File: src/rtl/td4_program_loader_if.sv
// Program-load and instruction-fetch bus between the TD4 test top and its program store.
// The master end loads bytes and presents pc; the slave end returns the fetched instruction.
interface td4_program_loader_if;
  logic       load_start;
  logic       run_start;
  logic       wr_valid;
  logic [7:0] wr_data;
  logic       wr_ready;
  logic [3:0] pc;
  logic [3:0] opcode;
  logic [3:0] immediate;
  logic       cpu_run;
  logic [3:0] load_addr;
  logic       loaded;

  modport master (
    output load_start, run_start, wr_valid, wr_data, pc,
    input  wr_ready, opcode, immediate, cpu_run, load_addr, loaded
  );

  modport slave (
    input  load_start, run_start, wr_valid, wr_data, pc,
    output wr_ready, opcode, immediate, cpu_run, load_addr, loaded
  );
endinterface

File: src/rtl/td4_program_loader.sv
// TD4 program store: loads 16 bytes over a valid/ready port, then serves mem[pc]
// as registered opcode/immediate nibbles while the CPU runs.
module td4_program_loader #(
  parameter int DEPTH = 16
) (
  input  logic                 clk,
  input  logic                 rst,
  td4_program_loader_if.slave  bus
);

  typedef enum logic [1:0] {
    ST_IDLE = 2'd0,
    ST_LOAD = 2'd1,
    ST_RUN  = 2'd2
  } state_t;

  state_t     r_state;
  state_t     w_next;
  logic [7:0] r_mem [DEPTH];
  logic [3:0] r_load_addr;
  logic       r_loaded;
  logic [3:0] r_opcode;
  logic [3:0] r_immediate;
  logic       w_xfer;
  logic       w_last;
  logic       w_fetch;

  // load_start outranks everything, including a byte offered in the same cycle.
  always_comb begin
    w_next  = r_state;
    w_xfer  = 1'b0;
    w_last  = 1'b0;
    w_fetch = 1'b0;
    case (r_state)
      ST_IDLE: begin
        if (bus.load_start)     w_next = ST_LOAD;
        else if (bus.run_start) w_next = ST_RUN;
      end
      ST_LOAD: begin
        if (bus.load_start) begin
          w_next = ST_LOAD;
        end else if (bus.wr_valid) begin
          w_xfer = 1'b1;
          if (r_load_addr == 4'hF) begin
            w_last = 1'b1;
            w_next = ST_RUN;
          end
        end
      end
      ST_RUN: begin
        if (bus.load_start) w_next = ST_LOAD;
        else                w_fetch = 1'b1;
      end
      default: w_next = ST_IDLE;
    endcase
  end

  always_ff @(posedge clk) begin
    if (rst) begin
      r_state     <= ST_IDLE;
      r_load_addr <= 4'h0;
      r_loaded    <= 1'b0;
    end else begin
      r_state <= w_next;
      if (bus.load_start) begin
        r_load_addr <= 4'h0;
        r_loaded    <= 1'b0;
      end else if (w_xfer) begin
        r_load_addr <= r_load_addr + 4'h1;
        if (w_last) r_loaded <= 1'b1;
      end
    end
  end

  always_ff @(posedge clk) begin
    if (rst) begin
      for (int i = 0; i < DEPTH; i++) r_mem[i] <= 8'h00;
    end else if (w_xfer) begin
      r_mem[r_load_addr] <= bus.wr_data;
    end
  end

  // Fetch is gated by the staying-in-RUN condition so a reload zeroes the
  // instruction on the same edge cpu_run drops.
  always_ff @(posedge clk) begin
    if (rst || !w_fetch) begin
      r_opcode    <= 4'h0;
      r_immediate <= 4'h0;
    end else begin
      {r_immediate, r_opcode} <= r_mem[bus.pc];
    end
  end

  assign bus.wr_ready  = (r_state == ST_LOAD);
  assign bus.cpu_run   = (r_state == ST_RUN);
  assign bus.load_addr = r_load_addr;
  assign bus.loaded    = r_loaded;
  assign bus.opcode    = r_opcode;
  assign bus.immediate = r_immediate;

endmodule

File: src/flat_wrapper.sv
// flat-port wrapper written by rule: the top's interface ports become plain ports
module td4_program_loader_flat 
#(
  parameter int DEPTH = 16
)
  (clk, rst, bus_load_start, bus_run_start, bus_wr_valid, bus_wr_data, bus_pc, bus_wr_ready, bus_opcode, bus_immediate, bus_cpu_run, bus_load_addr, bus_loaded);
  td4_program_loader_if bus_i ();
  input  logic clk;
  input  logic rst;
  input wire logic [$bits(bus_i.load_start)-1:0] bus_load_start;
  input wire logic [$bits(bus_i.run_start)-1:0] bus_run_start;
  input wire logic [$bits(bus_i.wr_valid)-1:0] bus_wr_valid;
  input wire logic [$bits(bus_i.wr_data)-1:0] bus_wr_data;
  input wire logic [$bits(bus_i.pc)-1:0] bus_pc;
  output wire logic [$bits(bus_i.wr_ready)-1:0] bus_wr_ready;
  output wire logic [$bits(bus_i.opcode)-1:0] bus_opcode;
  output wire logic [$bits(bus_i.immediate)-1:0] bus_immediate;
  output wire logic [$bits(bus_i.cpu_run)-1:0] bus_cpu_run;
  output wire logic [$bits(bus_i.load_addr)-1:0] bus_load_addr;
  output wire logic [$bits(bus_i.loaded)-1:0] bus_loaded;
  assign bus_i.load_start = bus_load_start;
  assign bus_i.run_start = bus_run_start;
  assign bus_i.wr_valid = bus_wr_valid;
  assign bus_i.wr_data = bus_wr_data;
  assign bus_i.pc = bus_pc;
  assign bus_wr_ready = bus_i.wr_ready;
  assign bus_opcode = bus_i.opcode;
  assign bus_immediate = bus_i.immediate;
  assign bus_cpu_run = bus_i.cpu_run;
  assign bus_load_addr = bus_i.load_addr;
  assign bus_loaded = bus_i.loaded;
  td4_program_loader #(.DEPTH(DEPTH)) u_core (.clk(clk), .rst(rst), .bus(bus_i));
endmodule
File: config.mk
export PLATFORM = sky130hd
export DESIGN_NAME = td4_program_loader_flat
export DESIGN_NICKNAME = d
export VERILOG_FILES = /design/src/rtl/td4_program_loader_if.sv /design/src/rtl/td4_program_loader.sv /design/src/flat_wrapper.sv
export SDC_FILE = /design/constraint.sdc
export NUM_CORES = 1
export LEC_CHECK = 0
export ABC_CLOCK_PERIOD_IN_PS = 3100
export BUFFER_PORTS_ARGS = -buffer_cell sky130_fd_sc_hd__buf_4
export CAP_MARGIN = 20
export CORE_MARGIN = 5
export CORE_UTILIZATION = 55
export CTS_CLUSTER_SIZE = 16
export DETAILED_ROUTE_END_ITERATION = 16
export MAX_ROUTING_LAYER = met4
export PLACE_DENSITY = 0.73
export SLEW_MARGIN = 10
export SYNTH_ARGS = -nofsm -noshare
export SYNTH_HDL_FRONTEND = slang
export SYNTH_SLANG_ARGS = --single-unit
File: constraint.sdc
create_clock -name clk -period 3.1 [get_ports clk]
set_input_delay 0.465 -clock clk [delete_from_list [all_inputs] [get_ports clk]]
set_output_delay 0.465 -clock clk [all_outputs]
set_load 0.01 [all_outputs]
==> results of run 1 <==
-- logic make-up after synthesis --
| logic type | Yosys count | share of synthesized area, % |
|---|---|---|
| and+or+nand+nor | 204 | 18.9 |
| DFF | 143 | 63.5 |
| muxes | 41 | 11.1 |
| AOI/OAI and AO/OA | 30 | 3.32 |
| buffers and inverters | 28 | 2.15 |
| adders and majority gates | 4 | 0.767 |
| xor gates and xnor gates | 2 | 0.268 |
-- power by group --
group	internal, uW	total (uW)	switching (uW)
Combinational	92.3	237	145
Sequential	2160	2190	29.3
Clock	1100	1800	708
Total	3350	4230	882
-- registers in the layout (all words and copies together), names as in the netlist --
name,count
u_core.r_mem,128
u_core.bus.immediate,4
u_core.bus.load_addr,4
u_core.bus.opcode,4
u_core.r_state,2
u_core.bus.loaded,1
-- layout make-up --
cell class	instances	area (um^2)	area share [%]
clock inverters	4	42.5	0.580
multi-input cells	281	2240	30.6
flip-flops and latches	143	4140	56.5
well taps	143	179	2.44
inverters	2	7.51	0.102
repair buffers	33	248	3.38
clock buffers	28	467	6.37
-- per-stage QoR --
step / hold slack (ns) / util (%)
5_1_grt: 0.384 / 63.7
4_1_cts: 0.351 / 63.7
2_1_floorplan: 0.525 / -
6_report: 0.348 / 63.7
3_5_place_dp: 0.492 / 59.2
3_3_place_gp: 0.474 / 59.2
-- per-layer routing --
layer	wire length (um)	share of wire, %	GRT usage (%)	up-vias
li1	-	-	-	1705
met1	6340	42	30.2	1889
met2	6920	46	33.9	193
met3	1440	9.5	7.25	36
met4	386	2.6	10.1	0
met5	0	0	-	-
-- path summary, 6_finish.rpt --
kind | to | slack (ns) | cells past startpoint
worst min-delay path | u_core.r_state[1] | 0.35 | 3
worst max-delay path | u_core.r_mem[11][0] | 0.76 | 4
worst max register to register | u_core.r_mem[11][0] | 0.76 | 4
worst min register to register | u_core.bus.loaded | 0.50 | 1
-- critical path: stages, from the launching register on --
cell	delay (ns)
dfxtp_1	0.46
nor3b_4	0.40
nand3_1	0.38
nor2_1	0.47
or2_2	0.32
-- layout by cell type (no fill, tap or decap), types with 4 or more instances in the layout --
cell / instances
nand3_1: 15
dfxtp_1: 15
nand2_1: 10
o211ai_1: 7
edfxtp_1: 128
nor2b_1: 5
clkbuf_16: 17
a21oi_1: 4
nor2_1: 16
and2_1: 129
or2_2: 17
buf_4: 33
clkbuf_1: 11
mux4_2: 25
a22oi_1: 14
ha_1: 4
mux2i_1: 14
nor3_2: 4
==> metrics.cfg, run 1 <==
[hold_path]
min_path_type = in2reg
hold_path_startpoint = bus_run_start

[placed_design]
pre_cts_slack_ns = 0.722
dp_hpwl_mm = 10.1
placed_area_um2 = 6820
port_buffers = 31
dp.cells = 602
place.gp.congestion = 0.831

[synth]
syn_area_per_cell_um2 = 14.4
ys_top_cells_by_count = and2_1 (129), edfxtp_1 (128), mux4_2 (25)
yosys_register_bits = 143
post-synth-top-count-cell = and2_1
synth_warnings = 0
synth.distinct_cells = 36
synthTopCellsByArea = edfxtp_1 (59%), and2_1 (12%), mux4_2 (8.6%)
yosysTopAreaCell = edfxtp_1
syn_nets = 473
syn_inst = 452
ys_seq_area_share_pct = 63.5
synth_edf_count = 128
netlist_area_um2 = 6530
async_reset_ff_share_pct = 0
synth_ff_type = edfxtp_1
netlist.area_leader.share_pct = 58.9

[die]
core-area_um2 = 11500
core.rowCount = 39
start_util_pct = 56.7
io_pins = 32
fp.dieArea_um2 = 14100
dieHeight_um = 119
chipWidth_um = 119

[sta]
tightest_slew_ns = 0.597
tns_ns = 0
max_freq_mhz = 428
slew_viol_final = 0
fin_crit_ns = 2.34
setup_slack_ns = 0.763
period_share_pct = 75.4
rsz0062_at_grt = false
setup_violations = 0
finClkSkew_ns = 0.00646
max-slew-margin-rel_pct = 60.1
finalHoldViolCount = 0

[clocking]
post_cts_buffers = 0
cts.clk_slew.worst_paths_ns = 0.05
cts-root-buf = clkbuf_16
clockBufferDepth = 2
cts_resized = 0
cts_tree = yes
clkSinkCount = 143
clkLatencyLatePin_ns = 0.42
cts-buffers-inserted = 17
h-tree-depth = 4
cts_hold_buf = 0

[worst_setup_path]
critPathKind = reg2reg
cp-startpoint = u_core.r_state[0]
crit_path_start_kind = register
worst-path-max-fanout = 9
required_ns = 3.21
crit_path_end_kind = register
arrival_ns = 2.45
r2r-start = u_core.r_state[0]

[run]
cap_violations = 0

[finish]
stdcell_count = 634
final_area_um2 = 7330
layout-area-overhead-vs-synth_pct = 12.3
layout-drive-gt1-share_pct = 21.2
final_nets = 499
fillCellCount = 862
antennaDiodeCount = 0

[routing]
drt-total-wl_mm = 15.1
drtIter0Drc = 417
avgViaCountPerCell = 6.03
drc = 0
ant_nets = 0
drt_first_pass_iters = 5
num_vias = 3823
wl_per_cell_um = 23.8

[grt]
grtUsageTotal_pct = 23.2
antenna_found_initial = 0
grt_pass1_vias = 3913
grt_overflow = 0
grt_max_degree = 27
grt_pass1_wl_mm = 23.2

[run_status]
outcome = completed

[power_and_ir_drop]
p_leak_uw = 0.00270
total_power_uw = 4230
irDropWorstVdd_v = 0.000363
pwr_density_cell_nw_per_um2 = 577

(Power assumes the default switching activity.)
==> run 2: changes to the inputs <==
--- a/config.mk
+++ b/config.mk
@@ -5,7 +5,8 @@
 export SDC_FILE = /design/constraint.sdc
 export NUM_CORES = 1
 export LEC_CHECK = 0
-export ABC_CLOCK_PERIOD_IN_PS = 3100
+export ABC_AREA = 1
+export ABC_CLOCK_PERIOD_IN_PS = 2450
 export BUFFER_PORTS_ARGS = -buffer_cell sky130_fd_sc_hd__buf_4
 export CAP_MARGIN = 20
 export CORE_MARGIN = 5
==> constraint.sdc (replaced) <==
create_clock -name clk -period 2.45 [get_ports clk]
set_input_delay 0.3675 -clock clk [delete_from_list [all_inputs] [get_ports clk]]
set_output_delay 0.3675 -clock clk [all_outputs]
set_load 0.01 [all_outputs]
==> run 2 against run 1 <==
  * Utilization down 0.15 points
  * Final cell count up 50%
  * Synthesized cell count grew 65%
  * Area after synthesis grew 4.2%
  * Sequential power is 26% higher
  * Global-route usage is 1.1 points higher
  * First-iteration DRC count rose by 56%
  * Sequential share of layout area fell by 2.4 points
  * Critical path type unchanged
  * Critical endpoint is now u_core.r_mem[7][4]
  * Largest power group unchanged
  * Highest routed layer unchanged
==> metrics.cfg, run 2 <==
[run_status]
outcome = completed

[die]
core-area_um2 = 12100  ; +4.7%
io_pins = 32  ; unchanged
start_util_pct = 56.4  ; -0.28 points
fp.dieArea_um2 = 14700  ; +3.9%
core.rowCount = 40  ; +2.6%
chipWidth_um = 121  ; +1.9%
dieHeight_um = 121  ; +1.9%

[grt]
grt_overflow = 0  ; unchanged
grt_pass1_wl_mm = 25.7  ; +11%
antenna_found_initial = 0  ; unchanged
grt_pass1_vias = 4964  ; +27%
grtUsageTotal_pct = 24.3  ; +1.1 points
grt_max_degree = 41  ; +52%

[sta]
setup_violations = 0  ; unchanged
finClkSkew_ns = 0.00548  ; -0.000978 ns
tightest_slew_ns = 0.873  ; +0.275 ns
max-slew-margin-rel_pct = 41.8  ; -18 points
max_freq_mhz = 523  ; +22%
period_share_pct = 78.0  ; +2.6 points
setup_slack_ns = 0.539  ; -0.224 ns
slew_viol_final = 0  ; unchanged
rsz0062_at_grt = false
fin_crit_ns = 1.91  ; -0.426 ns
tns_ns = 0  ; unchanged
finalHoldViolCount = 0  ; unchanged

[worst_setup_path]
required_ns = 2.54  ; -0.67 ns
critPathKind = reg2reg
crit_path_start_kind = register
rr_worst_depth = 4  ; unchanged
r2r_slack_ns = 0.54  ; -0.22 ns
crit_path_end_kind = register
arrival_ns = 2.00  ; -0.45 ns
r2r-end = u_core.r_mem[7][4]
worst-path-max-fanout = 9  ; unchanged
r2r-start = u_core.bus.load_addr[2]

[power_and_ir_drop]
irDropWorstVdd_v = 0.000428  ; +18%
pwr_density_cell_nw_per_um2 = 692  ; +20%
p_leak_uw = 0.00355  ; +32%

[synth]
synthSimpleGateAreaFrac_pct = 29.9  ; +11 points
syn_inst = 746  ; +65%
synth_compound_area_share_pct = 1.25  ; -2.1 points
synth.area.mux_share_pct = 0  ; -11 points
yosys_register_bits = 143  ; unchanged
synth_warnings = 0  ; unchanged
synth-adder-area-share_pct = 0.736  ; -0.031 points
ys_seq_area_share_pct = 60.9  ; -2.6 points
yosysTopAreaCell = edfxtp_1
async_reset_ff_share_pct = 0  ; unchanged
synthTopCellsByArea = edfxtp_1 (57%), nand2_1 (12%), nor2_1 (7.0%)
synth-xor-area-share_pct = 0.129  ; -0.14 points
synth_ff_type = edfxtp_1
ys_top_cells_by_count = nand2_1 (213), edfxtp_1 (128), nor2_1 (127)
synth_edf_count = 128  ; unchanged
syn_area_per_cell_um2 = 9.12  ; -37%
syn_nets = 767  ; +62%
post-synth-top-count-cell = nand2_1
netlist.area_leader.share_pct = 56.5  ; -2.4 points
netlist_area_um2 = 6800  ; +4.2%
synth_top_family_by_area = simple AND/OR/NAND/NOR gates
synth.distinct_cells = 24  ; -33%

[finish]
antennaDiodeCount = 0  ; unchanged
final_util_pct = 63.5  ; -0.15 points
layout-drive-gt1-share_pct = 12.2  ; -8.9 points
regArea_um2 = 4140  ; unchanged
final_area_um2 = 7660  ; +4.5%
final_common_cell = nand2_1
final_nets = 792  ; +59%
largest_reg_flops = 128  ; unchanged
fillCellCount = 1004  ; +16%
regMostFlops = u_core.r_mem
multi_input_area_um2 = 2170  ; -3.1%
layout-area-overhead-vs-synth_pct = 12.6
layout_common_cells = nand2_1 (213), edfxtp_1 (128), nor2_1 (127)

[clocking]
cts_resized = 0  ; unchanged
cts_tree = yes
h-tree-depth = 4  ; unchanged
clkLatencyLatePin_ns = 0.42  ; about the same
cts_hold_buf = 0  ; unchanged
post_cts_buffers = 0  ; unchanged
cts.clk_slew.worst_paths_ns = 0.05  ; about the same
clockBufferDepth = 2  ; unchanged
cts-buffers-inserted = 17  ; unchanged
cts-root-buf = clkbuf_16
clkSinkCount = 143  ; unchanged

[placed_design]
place.gp.congestion = 0.922  ; +11%
port_buffers = 31  ; unchanged
pre_cts_slack_ns = 0.511  ; -0.211 ns
dp_hpwl_mm = 11.0  ; +9.3%
placed_area_um2 = 7170  ; +5.1%

[routing]
wl_per_cell_um = 17.3  ; -27%
ant_nets = 0  ; unchanged
num_vias = 5144  ; +35%
drc = 0  ; unchanged
avgViaCountPerCell = 5.40  ; -10%
drt-total-wl_mm = 16.5  ; +9.2%
drtIter0Drc = 649  ; +56%
drt_first_pass_iters = 6  ; +1

[hold_path]
hold-path-endpoint = u_core.r_state[0]
min_delay_path_depth = 2  ; -1
min_path_type = in2reg
hold_path_startpoint = rst

[run]
cap_violations = 0  ; unchanged

## run 2: cell types whose count changed in the layout (fill, tap and decap cells not counted), sizes merged, moves of 7 or more
cell | before | now
a22oi | 14 | 0
and2 | 129 | 0
nor2 | 16 | 138
mux4 | 25 | 0
inv | 2 | 89
o211ai | 7 | 0
clkinv | 3 | 11
mux2i | 14 | 0
a21oi | 4 | 14
nand2 | 10 | 231
nand3 | 15 | 84
or2 | 17 | 0
## run 2: cell families (layout without fill, tap and decap cells)
family,Yosys count,after routing
simple gates,457,457
fa+ha+maj,4,4
xor+xnor,1,1
compound gates,17,17
flops,143,143
buf+inv,124,162
## run 2: per-stage QoR
step / hold WS (ns) / total power, uW / instances
finish: 0.169 / 5300 / 952
global route: 0.162 / 5490 / 952
CTS: 0.156 / 5320 / 952
detailed placement: 0.454 / 3190 / 920
global placement: 0.446 / 3180 / 920
floorplan: 0.447 / 3050 / 746
## run 2: power by group
group          total (uW)  internal [uW]  switching [uW]
Sequential           2760           2730            28.6
Clock                2160           1260             894
Combinational         389            105             284
## run 2: layout make-up
| class | count | share of cell area [%] |
|---|---|---|
| Tap cell | 168 | 2.74 |
| Timing Repair Buffer | 39 | 3.82 |
| Clock inverter | 10 | 0.621 |
| Sequential cell | 143 | 54.1 |
| Inverter | 91 | 4.52 |
| Multi-Input combinational cell | 479 | 28.4 |
| Clock buffer | 22 | 5.80 |
## run 2: worst max path at each step
stage / slack, ns / from / cells past startpoint / endpoint
after CTS: 0.58 / u_core.bus.load_addr[2] / 4 / u_core.r_mem[7][4]
final: 0.54 / u_core.bus.load_addr[2] / 4 / u_core.r_mem[7][4]
after global routing: 0.46 / u_core.bus.load_addr[2] / 4 / u_core.r_mem[7][3]
after global placement: 0.59 / bus_load_start / 8 / u_core.r_mem[11][0]
after floorplan: 0.82 / u_core.r_state[0] / 8 / u_core.r_mem[13][0]
after detailed placement: 0.51 / bus_load_start / 8 / u_core.r_mem[7][7]
## run 2: critical path: stages, from the launching register on
cell and delay (ns):
dfxtp_1 0.44, inv_1 0.11, nor2_2 0.47, nand2_2 0.23, nand2_1 0.32
## run 2: routing by layer
metal | GRT usage (%) | wire (um) | vias to the layer above
met5 | - | 0 | -
met4 | 10.4 | 472 | 0
met3 | 6.62 | 1480 | 43
met2 | 37.3 | 7930 | 262
met1 | 30.8 | 6580 | 2415
li1 | - | - | 2424
==> run 3: changes to the inputs <==
--- a/config.mk
+++ b/config.mk
@@ -6,7 +6,7 @@
 export NUM_CORES = 1
 export LEC_CHECK = 0
 export ABC_AREA = 1
-export ABC_CLOCK_PERIOD_IN_PS = 2450
+export ABC_CLOCK_PERIOD_IN_PS = 1690
 export BUFFER_PORTS_ARGS = -buffer_cell sky130_fd_sc_hd__buf_4
 export CAP_MARGIN = 20
 export CORE_MARGIN = 5
@@ -14,7 +14,7 @@
 export CTS_CLUSTER_SIZE = 16
 export DETAILED_ROUTE_END_ITERATION = 16
 export MAX_ROUTING_LAYER = met4
-export PLACE_DENSITY = 0.73
+export PLACE_DENSITY = 0.75
 export SLEW_MARGIN = 10
 export SYNTH_ARGS = -nofsm -noshare
 export SYNTH_HDL_FRONTEND = slang
==> constraint.sdc (replaced) <==
create_clock -name clk -period 1.69 [get_ports clk]
set_input_delay 0.2535 -clock clk [delete_from_list [all_inputs] [get_ports clk]]
set_output_delay 0.2535 -clock clk [all_outputs]
set_load 0.01 [all_outputs]
==> run 3 against run 2 <==
  * First-iteration DRC count is 9.4% lower
  * Total power is 53% higher
  * Register-to-register slack worse by 0.43 ns
  * Flip-flop and latch count stayed put
  * Global-route usage is 0.43 points lower
  * Via count is 2.0% higher
  * Non-clock buffer count is 30 higher
  * Routed wire length is 1.8% lower
  * Hold slack worse by 0.11 ns
  * Sequential share of layout area is 2.7 points lower
  * Die area stayed put
  * Worst setup slack worse by 0.43 ns
==> metrics.cfg, run 3 (synthesized netlist as in run 2, its figures left out) <==
[run_status]
outcome = completed

[worst_setup_path]
critPathSlowestCell = dfxtp_1
critPathMostFrequentCell = nand2_4
crit_chain = inv_2 > nor2_4 > nand3_4 > clkinv_4 > nand2_4 > nor2_8 > nand2_4 > nand2_2
r2r-start = u_core.r_state[0]
crit_path_start_kind = register
cpPeakStageDelay_ns = 0.34  ; -0.13 ns
rr_worst_depth = 8  ; +4
r2r_slack_ns = 0.11  ; -0.43 ns
required_ns = 1.79  ; -0.75 ns
arrival_ns = 1.69  ; -0.31 ns
path_delay_family = simple AND/OR/NAND/NOR gates
crit_path_end_kind = register
worst-path-max-fanout = 8  ; -1
worstPathBufferInverterCount = 2  ; +1
r2r-end = u_core.r_mem[10][3]
critPathKind = reg2reg

[die]
fp.dieArea_um2 = 14700  ; unchanged
io_pins = 32  ; unchanged
start_util_pct = 56.4  ; unchanged
dieHeight_um = 121  ; unchanged
core.rowCount = 40  ; unchanged
chipWidth_um = 121  ; unchanged
core-area_um2 = 12100  ; unchanged

[clocking]
cts-buffers-inserted = 17  ; unchanged
clkLatencyLatePin_ns = 0.42  ; about the same
post_cts_buffers = 0  ; unchanged
clockBufferDepth = 2  ; unchanged
clkSinkCount = 143  ; unchanged
h-tree-depth = 4  ; unchanged
cts-root-buf = clkbuf_16
cts_hold_buf = 0  ; unchanged
cts.clk_slew.worst_paths_ns = 0.05  ; about the same
cts_tree = yes

[power_and_ir_drop]
pwr_density_cell_nw_per_um2 = 1000  ; +45%
p_sw_uw = 1750  ; +45%
pwr-share-seq_pct = 49.3  ; -2.7 points
irDropWorstVdd_v = 0.000627  ; +46%
p_leak_uw = 0.00375  ; +5.5%
power_frac_comb_pct = 7.5  ; +0.2 points
swShare_pct = 21.6  ; -1.1 points
internal-power_uw = 6340  ; +55%
clock_power_share_pct = 43.2  ; +2.5 points

[grt]
grt_pass1_vias = 5134  ; +3.4%
grt_overflow = 0  ; unchanged
grt_max_degree = 39  ; -4.9%
antenna_found_initial = 0  ; unchanged
grt_pass1_wl_mm = 25.6  ; -0.43%
grtUsageTotal_pct = 23.9  ; -0.43 points

[routing]
drc = 0  ; unchanged
drtIter0Drc = 588  ; -9.4%
avgViaCountPerCell = 5.34  ; -1.1%
drt_first_pass_iters = 5  ; -1
wl_per_cell_um = 16.5  ; -4.8%
drt-total-wl_mm = 16.2  ; -1.8%
num_vias = 5248  ; +2.0%
ant_nets = 0  ; unchanged

[sta]
finalHoldViolCount = 0  ; unchanged
slew_viol_final = 0  ; unchanged
tightest_slew_ns = 0.433  ; -0.440 ns
max-slew-margin-rel_pct = 71.1  ; +29 points
max_freq_mhz = 632  ; +21%
setup_violations = 0  ; unchanged
finClkSkew_ns = 0.00808  ; +0.00260 ns
fin_crit_ns = 1.58  ; -0.329 ns
tns_ns = 0  ; unchanged
period_share_pct = 93.7  ; +16 points
rsz0062_at_grt = false

[hold_path]
min_path_type = in2reg
min_delay_path_depth = 2  ; unchanged
hold-path-endpoint = u_core.r_state[0]
hold_path_startpoint = rst

[finish]
layout-area-overhead-vs-synth_pct = 18.5
final_nets = 822  ; +3.8%
stdcell_count = 982  ; +3.2%
final_common_cell = nand2_1
final_area_um2 = 8060  ; +5.3%
fillCellCount = 928  ; -7.6%
layout-drive-gt1-share_pct = 17.9  ; +5.7 points
largest_reg_flops = 128  ; unchanged
antennaDiodeCount = 0  ; unchanged
layout_common_cells = nand2_1 (198), edfxtp_1 (128), nor2_1 (127)
regMostFlops = u_core.r_mem
final_util_pct = 66.8  ; +3.3 points

[placed_design]
placed_area_um2 = 7460  ; +4.0%
port_buffers = 31  ; unchanged
dp.cells = 950  ; +3.3%
place.gp.congestion = 0.908  ; -1.6%
dp_hpwl_mm = 10.8  ; -1.6%

[run]
cap_violations = 0  ; unchanged

## run 3: cell count changes in the layout (fill, tap and decap cells not counted), sizes merged
cell | previous run | this run
bufinv | 0 | 1
clkinvlp | 1 | 0
clkbuf | 22 | 26
buf | 39 | 69
clkinv | 11 | 7
## run 3: area by class of cell
class | count | area [um^2] | area share, %
Inverter | 91 | 347 | 4.30
Timing Repair Buffer | 69 | 581 | 7.20
Tap cell | 168 | 210 | 2.61
Clock buffer | 26 | 509 | 6.32
Sequential cell | 143 | 4140 | 51.4
Multi-Input combinational cell | 479 | 2220 | 27.5
Clock inverter | 6 | 55.1 | 0.683
## run 3: how the worst max path moves through the flow
stage | start | to | slack, ns | cells after the start
2_1_floorplan | u_core.r_state[0] | u_core.r_mem[13][0] | 0.06 | 8
3_3_place_gp | u_core.r_state[0] | u_core.r_mem[8][0] | 0.06 | 8
3_5_place_dp | u_core.r_state[0] | u_core.r_mem[10][6] | -0.004 | 8
4_1_cts | u_core.r_state[0] | u_core.r_mem[1][5] | 0.0001 | 8
5_1_grt | u_core.r_state[0] | u_core.r_mem[11][7] | 0.002 | 8
6_report | u_core.r_state[0] | u_core.r_mem[10][3] | 0.11 | 8
## run 3: power by group through the flow
stage               clock (uW)  sequential, uW  combinational, uW
CTS                       3510            3990                597
floorplan                    0            4050                367
global placement             0            4060                574
finish                    3490            3990                609
global route              3670            4000                664
detailed placement           0            4060                590
## run 3: stage by stage
| stage | setup slack (ns) | power (uW) | hold WS, ns |
|---|---|---|---|
| floorplan | 0.0562 | 4420 | 0.333 |
| global placement | 0.0601 | 4630 | 0.439 |
| detailed placement | -0.00378 | 4650 | 0.477 |
| CTS | 0.000144 | 8100 | 0.0535 |
| global route | 0.00226 | 8330 | 0.0617 |
| finish | 0.107 | 8090 | 0.0601 |
## run 3: repair_timing
action                                  CTS  global route
resized for setup                         8             8
gates cloned                              0             0
pin swaps                                 0             0
hold endpoints to repair                  0             0
endpoints found under the setup margin   64            61
## run 3: metal layers
| layer | global-route usage, % | wire, um |
|---|---|---|
| met4 | 9.87 | 433 |
| met5 | - | 0 |
| met3 | 5.92 | 1590 |
| met1 | 30.4 | 6440 |
| met2 | 37.1 | 7710 |
